`config.mk`:
```
export PLATFORM = sky130hd
export DESIGN_NAME = mmio_csr_bank_flat
export DESIGN_NICKNAME = d
export VERILOG_FILES = /design/src/rtl/mmio_csr_bank_if.sv /design/src/rtl/mmio_csr_bank.sv /design/src/flat_wrapper.sv
export SDC_FILE = /design/constraint.sdc
export NUM_CORES = 1
export LEC_CHECK = 0
export CORE_AREA = 4 4 267 269
export CTS_BUF_LIST = sky130_fd_sc_hd__clkbuf_4 sky130_fd_sc_hd__clkbuf_8
export DETAILED_ROUTE_END_ITERATION = 12
export DIE_AREA = 0 0 271 273
export PLACE_DENSITY = 0.65
export SLEW_MARGIN = 5
export SYNTH_ARGS = -nofsm -noshare
export SYNTH_HDL_FRONTEND = slang
export SYNTH_SLANG_ARGS = --single-unit
```
`constraint.sdc`:
```
create_clock -name clk -period 9.4 [get_ports clk]
set_input_delay 0.94 -clock clk [delete_from_list [all_inputs] [get_ports clk]]
set_output_delay 0.94 -clock clk [all_outputs]
set_load 0.02 [all_outputs]
```
`src/rtl/mmio_csr_bank_if.sv`:
```
// Host MMIO request/response bundle for mmio_csr_bank.
// The host drives requests through the master modport; the register bank answers through the slave modport.
interface mmio_csr_bank_if #(
    parameter int TID_W = 9
);
    logic             mmio_wr_valid;
    logic             mmio_rd_valid;
    logic [15:0]      mmio_addr;
    logic [TID_W-1:0] mmio_tid;
    logic [63:0]      mmio_wr_data;
    logic             mmio_len32;
    logic             rd_rsp_valid;
    logic [TID_W-1:0] rd_rsp_tid;
    logic [63:0]      rd_rsp_data;

    modport master (
        output mmio_wr_valid, mmio_rd_valid, mmio_addr, mmio_tid, mmio_wr_data, mmio_len32,
        input  rd_rsp_valid, rd_rsp_tid, rd_rsp_data
    );

    modport slave (
        input  mmio_wr_valid, mmio_rd_valid, mmio_addr, mmio_tid, mmio_wr_data, mmio_len32,
        output rd_rsp_valid, rd_rsp_tid, rd_rsp_data
    );
endinterface

```
`src/rtl/mmio_csr_bank.sv`:
```
// MMIO CSR bank: AFU DFH/ID words, NUM_RW user registers, NUM_RO status slots, access counters.
// Define MMIO_ACC32_EN to enable 32-bit (mmio_len32) half-register accesses.
module mmio_csr_bank #(
    parameter int             NUM_RW    = 4,
    parameter int             NUM_RO    = 4,
    parameter logic [15:0]    BASE_ADDR = 16'h0020,
    parameter logic [127:0]   AFU_ID    = 128'h0,
    parameter int             RD_LAT    = 1,
    parameter int             TID_W     = 9
) (
    input  logic                                      clk,
    input  logic                                      rst,
    mmio_csr_bank_if.slave                            bus,
    output logic [64*NUM_RW-1:0]                      reg_q,
    output logic [NUM_RW-1:0]                         reg_wr_pulse,
    input  logic [64*(NUM_RO > 0 ? NUM_RO : 1)-1:0]   status_in
);

    localparam logic [63:0] DFH = {4'b0001, 8'b0, 4'b0, 7'b0, 1'b1, 24'b0, 4'b0, 12'b0};

    logic [63:0]       regs [NUM_RW];
    logic [31:0]       wr_count;
    logic [31:0]       rd_count;
    logic [14:0]       addr_hi;
    logic [14:0]       slot;
    logic              in_user;
    logic              half_acc;
    logic              acc_ok;
    logic [63:0]       rd_word;
    logic [63:0]       rd_data;
    logic [NUM_RW-1:0] wr_sel;

    logic              pipe_valid [RD_LAT];
    logic [TID_W-1:0]  pipe_tid   [RD_LAT];
    logic [63:0]       pipe_data  [RD_LAT];

`ifdef MMIO_ACC32_EN
    assign half_acc = bus.mmio_len32;
`else
    logic unused_len32;
    assign unused_len32 = bus.mmio_len32;
    assign half_acc     = 1'b0;
`endif

    // Decode on 64-bit word granularity; bit 0 only selects the half of a 32-bit access.
    assign addr_hi = bus.mmio_addr[15:1];
    assign slot    = addr_hi - BASE_ADDR[15:1];
    assign in_user = (addr_hi >= BASE_ADDR[15:1]);
    assign acc_ok  = half_acc || !bus.mmio_addr[0];

    for (genvar g = 0; g < NUM_RW; g++) begin : g_regq
        assign reg_q[64*g +: 64] = regs[g];
    end

    always_comb begin
        rd_word = '0;
        case (addr_hi)
            15'd0:   rd_word = DFH;
            15'd1:   rd_word = AFU_ID[63:0];
            15'd2:   rd_word = AFU_ID[127:64];
            15'd5:   rd_word = {wr_count, rd_count};
            default: begin
                if (in_user) begin
                    for (int i = 0; i < NUM_RW; i++) begin
                        if (slot == 15'(i)) rd_word = regs[i];
                    end
                    for (int j = 0; j < NUM_RO; j++) begin
                        if (slot == 15'(NUM_RW + j)) rd_word = status_in[64*j +: 64];
                    end
                end
            end
        endcase
    end

    always_comb begin
        rd_data = '0;
        if (half_acc) begin
            rd_data = bus.mmio_addr[0] ? {32'h0, rd_word[63:32]} : {32'h0, rd_word[31:0]};
        end else if (!bus.mmio_addr[0]) begin
            rd_data = rd_word;
        end
    end

    always_comb begin
        wr_sel = '0;
        for (int i = 0; i < NUM_RW; i++) begin
            wr_sel[i] = bus.mmio_wr_valid && acc_ok && in_user && (slot == 15'(i));
        end
    end

    // The pulse is registered alongside the data so it coincides with the new reg_q value.
    always_ff @(posedge clk) begin
        if (rst) begin
            for (int i = 0; i < NUM_RW; i++) regs[i] <= '0;
            reg_wr_pulse <= '0;
            wr_count     <= '0;
            rd_count     <= '0;
        end else begin
            for (int i = 0; i < NUM_RW; i++) begin
                if (wr_sel[i]) begin
                    if (half_acc && bus.mmio_addr[0]) regs[i][63:32] <= bus.mmio_wr_data[31:0];
                    else if (half_acc)                regs[i][31:0]  <= bus.mmio_wr_data[31:0];
                    else                              regs[i]        <= bus.mmio_wr_data;
                end
            end
            reg_wr_pulse <= wr_sel;
            if (bus.mmio_wr_valid) wr_count <= wr_count + 32'd1;
            if (bus.mmio_rd_valid) rd_count <= rd_count + 32'd1;
        end
    end

    // Tid/data only advance with a valid beat, so the last stage holds its value between responses.
    always_ff @(posedge clk) begin
        if (rst) begin
            for (int s = 0; s < RD_LAT; s++) begin
                pipe_valid[s] <= 1'b0;
                pipe_tid[s]   <= '0;
                pipe_data[s]  <= '0;
            end
        end else begin
            pipe_valid[0] <= bus.mmio_rd_valid;
            if (bus.mmio_rd_valid) begin
                pipe_tid[0]  <= bus.mmio_tid;
                pipe_data[0] <= rd_data;
            end
            for (int s = 1; s < RD_LAT; s++) begin
                pipe_valid[s] <= pipe_valid[s-1];
                if (pipe_valid[s-1]) begin
                    pipe_tid[s]  <= pipe_tid[s-1];
                    pipe_data[s] <= pipe_data[s-1];
                end
            end
        end
    end

    assign bus.rd_rsp_valid = pipe_valid[RD_LAT-1];
    assign bus.rd_rsp_tid   = pipe_tid[RD_LAT-1];
    assign bus.rd_rsp_data  = pipe_data[RD_LAT-1];

endmodule

```
`src/flat_wrapper.sv`:
```
// flat-port wrapper written by rule: the top's interface ports become plain ports
module mmio_csr_bank_flat 
#(
    parameter int             NUM_RW    = 4,
    parameter int             NUM_RO    = 4,
    parameter logic [15:0]    BASE_ADDR = 16'h0020,
    parameter logic [127:0]   AFU_ID    = 128'h0,
    parameter int             RD_LAT    = 1,
    parameter int             TID_W     = 9
)
  (clk, rst, reg_q, reg_wr_pulse, status_in, bus_mmio_wr_valid, bus_mmio_rd_valid, bus_mmio_addr, bus_mmio_tid, bus_mmio_wr_data, bus_mmio_len32, bus_rd_rsp_valid, bus_rd_rsp_tid, bus_rd_rsp_data);
  mmio_csr_bank_if #(.TID_W(TID_W)) bus_i ();
  input  logic clk;
  input  logic rst;
  output logic [64*NUM_RW-1:0] reg_q;
  output logic [NUM_RW-1:0] reg_wr_pulse;
  input  logic [64*(NUM_RO > 0 ? NUM_RO : 1)-1:0] status_in;
  input wire logic [$bits(bus_i.mmio_wr_valid)-1:0] bus_mmio_wr_valid;
  input wire logic [$bits(bus_i.mmio_rd_valid)-1:0] bus_mmio_rd_valid;
  input wire logic [$bits(bus_i.mmio_addr)-1:0] bus_mmio_addr;
  input wire logic [$bits(bus_i.mmio_tid)-1:0] bus_mmio_tid;
  input wire logic [$bits(bus_i.mmio_wr_data)-1:0] bus_mmio_wr_data;
  input wire logic [$bits(bus_i.mmio_len32)-1:0] bus_mmio_len32;
  output wire logic [$bits(bus_i.rd_rsp_valid)-1:0] bus_rd_rsp_valid;
  output wire logic [$bits(bus_i.rd_rsp_tid)-1:0] bus_rd_rsp_tid;
  output wire logic [$bits(bus_i.rd_rsp_data)-1:0] bus_rd_rsp_data;
  assign bus_i.mmio_wr_valid = bus_mmio_wr_valid;
  assign bus_i.mmio_rd_valid = bus_mmio_rd_valid;
  assign bus_i.mmio_addr = bus_mmio_addr;
  assign bus_i.mmio_tid = bus_mmio_tid;
  assign bus_i.mmio_wr_data = bus_mmio_wr_data;
  assign bus_i.mmio_len32 = bus_mmio_len32;
  assign bus_rd_rsp_valid = bus_i.rd_rsp_valid;
  assign bus_rd_rsp_tid = bus_i.rd_rsp_tid;
  assign bus_rd_rsp_data = bus_i.rd_rsp_data;
  mmio_csr_bank #(.NUM_RW(NUM_RW), .NUM_RO(NUM_RO), .BASE_ADDR(BASE_ADDR), .AFU_ID(AFU_ID), .RD_LAT(RD_LAT), .TID_W(TID_W)) u_core (.clk(clk), .rst(rst), .bus(bus_i), .reg_q(reg_q), .reg_wr_pulse(reg_wr_pulse), .status_in(status_in));
endmodule
```
After elaboration in Yosys (flattened, before gate mapping)
Memory sizes are Yosys's and may differ from the RTL's.
Cells that the tools add are included.
- register bits after elaboration: 68
- latch bits: 0
- RAM bits: 330
- memory bits (read-only): 0
- bits of input ports: 350
- output and inout port bits: 334
- logic and storage cells: 77
- memories: 4
- add/sub/neg operators: 3
- $mul: 0
- div/mod/pow operators: 0
- order comparisons: 1
- equality and inequality tests: 10
- shifts and indexed selects: 0
- muxes and demuxes: 39
- bitwise logic cells: 4
- reductions and logical operators: 13
- memories (memory ; depth ; bits a word ; rd ports ; clocked after Yosys merged registers in ; write ports ; RTL line ; RTL):
    u_core.regs ; 4 ; 64 ; 4 ; 0 ; 4 ; mmio_csr_bank.sv:21 ; logic [63:0] regs [NUM_RW];
    u_core.pipe_data ; 1 ; 64 ; 1 ; 0 ; 1 ; mmio_csr_bank.sv:35 ; logic [63:0] pipe_data [RD_LAT];
    u_core.pipe_tid ; 1 ; 9 ; 1 ; 0 ; 1 ; mmio_csr_bank.sv:34 ; logic [TID_W-1:0] pipe_tid [RD_LAT];
    u_core.pipe_valid ; 1 ; 1 ; 1 ; 0 ; 1 ; mmio_csr_bank.sv:33 ; logic pipe_valid [RD_LAT];
- operator list (kind ; number):
    two-way mux 64 bit ; 15
    case mux 64 bit (3 select lines) ; 1
    equality test 15 x 3 -> 1 bit (second input constant) ; 5
    adder 32 x 1 -> 32 bit (second input constant) ; 2
    OR reduction 64 bit ; 1
    equality test 15 x 2 -> 1 bit (second input constant) ; 3
    equality test 15 x 1 -> 1 bit (second input constant) ; 2
    zero test 15 bit ; 2
    two-way mux 1 bit ; 22
    greater-or-equal comparator 15 x 5 -> 1 bit (second input constant) ; 1
    subtractor 15 x 5 -> 15 bit (second input constant) ; 1
    two-way mux 9 bit ; 1
    OR reduction 9 bit ; 1
    logical AND 1 bit ; 6
    bitwise OR 1 bit ; 4
    OR reduction 2 bit ; 1
    zero test 1 bit ; 1
    OR reduction 1 bit ; 1

Depth between registers and ports, before layout
- depth after elaboration: 14
- gate-level depth with buffers: 8
- depth with buffers taken out: 6

Least setup slack after synthesis
No wires, ideal clock.
- path type: input -> register
- start point: input port bus_mmio_addr[8]
- end point: memory u_core.regs[2][0], enable pin
- setup time: 581 ps
- arrival time: 6770 ps
- required time: 8819 ps
- path slack: 2049 ps
- stages: 5
- path through: nor4b_2 -> nand4_1 -> clkbuf_1 -> clkbuf_1 -> o31ai_1
- RTL lines (element ; RTL line ; RTL):
    from (decl) ; flat_wrapper.sv:20 ; input wire logic [$bits(bus_i.mmio_addr)-1:0] bus_mmio_addr;
    to (decl) ; mmio_csr_bank.sv:21 ;

Worst setup path in the final report
- start point: input port bus_mmio_addr[12]
- end point: memory u_core.pipe_data[0][62] (data pin)
- cells in the longest elaborated chain, start to end: 14
- elaborated cells on any way between the ends: 27
- classes of those cells: 1 x add/sub; 1 x order compare; 10 x eq/ne; 12 x mux; 3 x reduce/logical
- RTL lines (element ; RTL line ; RTL):
    subtractor 15 x 5 -> 15 bit ; mmio_csr_bank.sv:47 ; assign slot = addr_hi - BASE_ADDR[15:1];
    zero test 15 bit ; mmio_csr_bank.sv:65 ; if (slot == 15'(i)) rd_word = regs[i];
    two-way mux 64 bit (4 in series) ; mmio_csr_bank.sv:65 ;
    two-way mux 64 bit (4 in series) ; mmio_csr_bank.sv:68 ; if (slot == 15'(NUM_RW + j)) rd_word = status_in[64*j +: 64];
    two-way mux 64 bit ; mmio_csr_bank.sv:63 ; if (in_user) begin
    case mux 64 bit (3 select lines) * ; mmio_csr_bank.sv:57 ; case (addr_hi)
    two-way mux 64 bit * ; mmio_csr_bank.sv:79 ; end else if (!bus.mmio_addr[0]) begin
    two-way mux 64 bit (no line) * ; -- ;
    to (decl) ; mmio_csr_bank.sv:35 ;
Mark *: on every way between the ends. The rest lies on a longest branch, timed or not.

==> summary.md <==
The element type at the critical path end is a flop. Across the run, the number of max-cap violations was 0. The cell area that synthesis handed to floorplanning was 19970 µm².

The clock drives 398 sinks. The count of pins on the block boundary is 684, and the count of hold buffers inserted by post-cts repair is 0. Synthesis instantiated 52 different standard cells from the library. The slack of the worst reg-to-reg path is 7100 ps, and the final core area utilization is 42.73%. The full die area is 73980 µm². Of the post-synthesis cell area, the part taken by muxes is 3.333%. VDD sags by at most 0.0001009 V. The clock reaches the later pin of the worst-skew pair after 650 ps. The most critical setup path has its endpoint at u_core.pipe_data[0][62]. The synthesized netlist devotes 2.149% of its cell area to XOR and XNOR gates.

For the number of buffers inserted during clock tree synthesis, the log shows 74. After synthesis, the most frequently instantiated cells are 329 x sky130_fd_sc_hd__edfxtp_1, 271 x sky130_fd_sc_hd__and2_1, 197 x sky130_fd_sc_hd__nand2_1. Sequential cells burn 46.9% of the power. For the worst flop-to-flop path, the logic depth is 6. Clock-pin slew was measured on the worst setup and hold paths at 60 ps. The number of port buffers was 682. Before CTS, the worst setup slack after placement is 4301 ps. The logs give 23 for the initial antenna violation count and 1908 for the number of cells produced by synthesis. Static timing analysis puts the maximum clock frequency at 0.2230 GHz. The run finished with clean final reports.

The run gives 0 as the number of gates given a new drive strength after cts. The synthesized netlist devotes 13.69% of its cell area to compound gates. The horizontal die dimension was 271 µm. The clock network burns 40.3% of the power.

Summed over all layers, the routed wires come to 97.33 mm. Path type of the worst setup path: input pin to flop. Row count: 96. The sequential element share of the synthesized area is 56.39%. The Yosys step of the flow raised 0 warnings. The final global-route overflow total was 0. After synthesis, the cell types taking the most area are sky130_fd_sc_hd__edfxtp_1 49%, sky130_fd_sc_hd__and2_1 8.5%, sky130_fd_sc_hd__dfxtp_1 6.9%.

Summed over its instances, the top area cell type makes up 49.47% of the synthesized netlist area. Combinational cells account for 12.8% of the total power. The die is 273 µm tall. The H-tree was split into 3 levels. The tools report the final-stage net count as 2905. The first detailed-routing pass took 7 iterations. Of the total synthesized cell area, the portion taken by AND, OR, NAND and NOR gates is 21.20%.

Summed over all instances, the cell type with the most area after synthesis is sky130_fd_sc_hd__edfxtp_1. After detailed routing, the number of remaining DRC violations is 0. Cell internal power was estimated by the tool at 3181 µW. For this design the ratio of total power to cell area is 147.1 nW/µm².

The number of buffers added for setup after CTS is 0, and the required time at the endpoint of the critical path is 9730 ps. The number of synthesized flops with an enable pin works out to 329. The start point of the critical path is bus_mmio_addr[12].

Data on the critical path arrives at its endpoint at 4820 ps. The final instance area was 29310 µm²; the clock skew was 34.11 ps. Summed over all nets, the switching power comes to 1130 µW. The worst register-to-register path ends at u_core.rd_count[30].

The post-route antenna net violation count was 0. The cell area reported after detailed placement came out at 27760 µm². For the last weighted congestion value of the routability-driven placer, the log shows 0.9055. The maximum fanout along the worst path is 35, and the total half-perimeter wirelength after legalization and detailed placement is 68.72 mm. The number of global-route vias before repair was 18880; the overall via count from detail_route was 18660.

The transition time of the tightest slew-check pin is 1197 ps, and the adder and majority gate portion of the synthesized area is 0.1253%. For the number of max-slew violations in the final report, the log shows 0. The mean instance size in the synthesized netlist came out at 10.47 µm². The initial utilization of the core area, before any placement, comes to 29.12%. In this run switching power makes up 26.21% of total power. Counting flops and latches in the post-synthesis netlist gives 398. Counting flops with an async set or reset pin after synthesis yields a share of 0%. The pin count of the biggest net entering global routing was 70; the per-cell via count in the routed design was 5.248. After routing, the total negative slack on setup checks comes to 0 ps. The first global-routing pass estimated 135.1 mm of wire. The path class of the tightest hold or removal check is flop to flop.

After the first detailed-routing iteration, the DRC count stood at 1561. After layout, the design draws a total of 4310 µW. The number of nets handed over by synthesis was 2260. The number of endpoints with negative hold slack in the final report is 0, and the final critical-path required period is 4483 ps.

The worst pin sits at a relative slew slack of 18.10%. Library cell used as clock root buffer: sky130_fd_sc_hd__clkbuf_8. For the clock tree buffer depth, the log shows 3. Among all flip-flop cells after synthesis, the most frequent one is sky130_fd_sc_hd__edfxtp_1.

For the post-route worst setup slack, the log shows 4917 ps. The share of the clock period used by the worst path after layout came out at 47.70%. In the final routed layout, each cell accounts on average for 27.37 µm. Setup repair after global routing left no endpoint under its margin. The tools report the core footprint as 68590 µm². TritonCTS built the clock tree. Setup violations remaining at the end of the flow were counted as 0. The tools report the launching element type of the critical path as an input pin. The most used standard cell by instance count after synthesis was sky130_fd_sc_hd__edfxtp_1. Counting the fill cells in the layout gives 6505. The startpoint identified for the worst register-to-register timing path is u_core.rd_count[0]. The share of cells above drive strength 1 is 7.195%. The dominant combinational cell family by area after synthesis was simple AND/OR/NAND/NOR gates. From synthesis to final layout, the design area changed by 46.75%.

Summed over all cells, the static leakage comes to 0.009808 µW. In the global route stage, overall resource usage came out at 24.97%.
stage by stage:
stage          hold WS (ps)  cells
6_report              493.8   3556
5_1_grt               550.6   3554
4_1_cts               493.2   3544
3_5_place_dp          485.8   3408
3_3_place_gp          471.4   3408
2_1_floorplan         458.1   1908
final cells by class:
| cell class | count | area (µm²) | share of cell area, % |
|---|---|---|---|
| Clock buffer | 106 | 1340 | 4.573 |
| Sequential cell | 398 | 11260 | 38.43 |
| Inverter | 10 | 37.54 | 0.1281 |
| Clock inverter | 30 | 173.9 | 0.5935 |
| Multi-Input combinational cell | 1351 | 8212 | 28.02 |
| Timing Repair Buffer | 718 | 7087 | 24.18 |
| Antenna cell | 12 | 30.03 | 0.1025 |
| Tap cell | 931 | 1165 | 3.975 |
layout by cell type (no fill, tap or decap), types with 12 or more instances in the layout:
cell type / n
sky130_fd_sc_hd__nand2_1: 196
sky130_fd_sc_hd__a21oi_1: 160
sky130_fd_sc_hd__nor2_1: 125
sky130_fd_sc_hd__a21o_1: 25
sky130_fd_sc_hd__edfxtp_1: 329
sky130_fd_sc_hd__clkbuf_8: 87
sky130_fd_sc_hd__clkbuf_4: 19
sky130_fd_sc_hd__clkinv_1: 15
sky130_fd_sc_hd__a221oi_1: 31
sky130_fd_sc_hd__dfxtp_1: 69
sky130_fd_sc_hd__diode_2: 12
sky130_fd_sc_hd__xor2_1: 21
sky130_fd_sc_hd__and2_1: 271
sky130_fd_sc_hd__buf_4: 38
sky130_fd_sc_hd__and3_1: 63
sky130_fd_sc_hd__clkdlybuf4s50_1: 679
sky130_fd_sc_hd__xnor2_1: 28
sky130_fd_sc_hd__nand4_1: 24
sky130_fd_sc_hd__o21ai_0: 131
sky130_fd_sc_hd__or3_1: 17
sky130_fd_sc_hd__mux2i_1: 62
sky130_fd_sc_hd__o221ai_1: 59
sky130_fd_sc_hd__nor3_1: 19
sky130_fd_sc_hd__nand3_1: 21
worst max-delay path, stage by stage:
cell                              delay [ps]
sky130_fd_sc_hd__clkdlybuf4s50_1         440
sky130_fd_sc_hd__nor4_2                  990
sky130_fd_sc_hd__nand4_1                 490
sky130_fd_sc_hd__buf_4                   430
sky130_fd_sc_hd__buf_4                   350
sky130_fd_sc_hd__o221ai_1                920
sky130_fd_sc_hd__a221oi_1                190
state kept, by name (all words and copies together) (netlist names):
name	flops
u_core.pipe_data	64
u_core.pipe_tid	9
u_core.pipe_valid	1
u_core.rd_count	32
u_core.reg_wr_pulse	4
u_core.regs	256
u_core.wr_count	32
routing by layer:
layer	part of all wire (%)	track usage, %
met2	46	40.16
met4	3.1	8.571
met5	0.064	0
met3	12	11.37
met1	39	29.70
kinds of logic (layout without fill, tap and decap cells):
kind of cell,after synthesis,count (layout)
AND/OR/NAND/NOR,792,792
AO/OA/AOI/OAI,444,444
flip-flops,398,398
buffers and inverters,159,864
multiplexers,64,64
XOR/XNOR,49,49
adder cells (fa/ha/maj),2,2
other,0,12
worst min-delay path by stage:
stage                              from             endpoint  cells after the start
floorplan           u_core.wr_count[31]  u_core.wr_count[31]                      2
global placement    u_core.wr_count[31]  u_core.wr_count[31]                      2
detailed placement  u_core.wr_count[31]  u_core.wr_count[31]                      2
finish              u_core.wr_count[31]  u_core.wr_count[31]                      2
CTS                 u_core.wr_count[31]  u_core.wr_count[31]                      2
global route        u_core.wr_count[30]  u_core.wr_count[30]                      2
power groups by stage:
stage	registers [µW]	clock network, µW	logic, µW
5_1_grt	2030	1850	572
6_report	2020	1740	550
3_3_place_gp	2050	0	549
3_5_place_dp	2060	0	550
2_1_floorplan	2150	0	84.7
4_1_cts	2020	1770	554
Note: power is estimated with default switching activity, not from simulation.
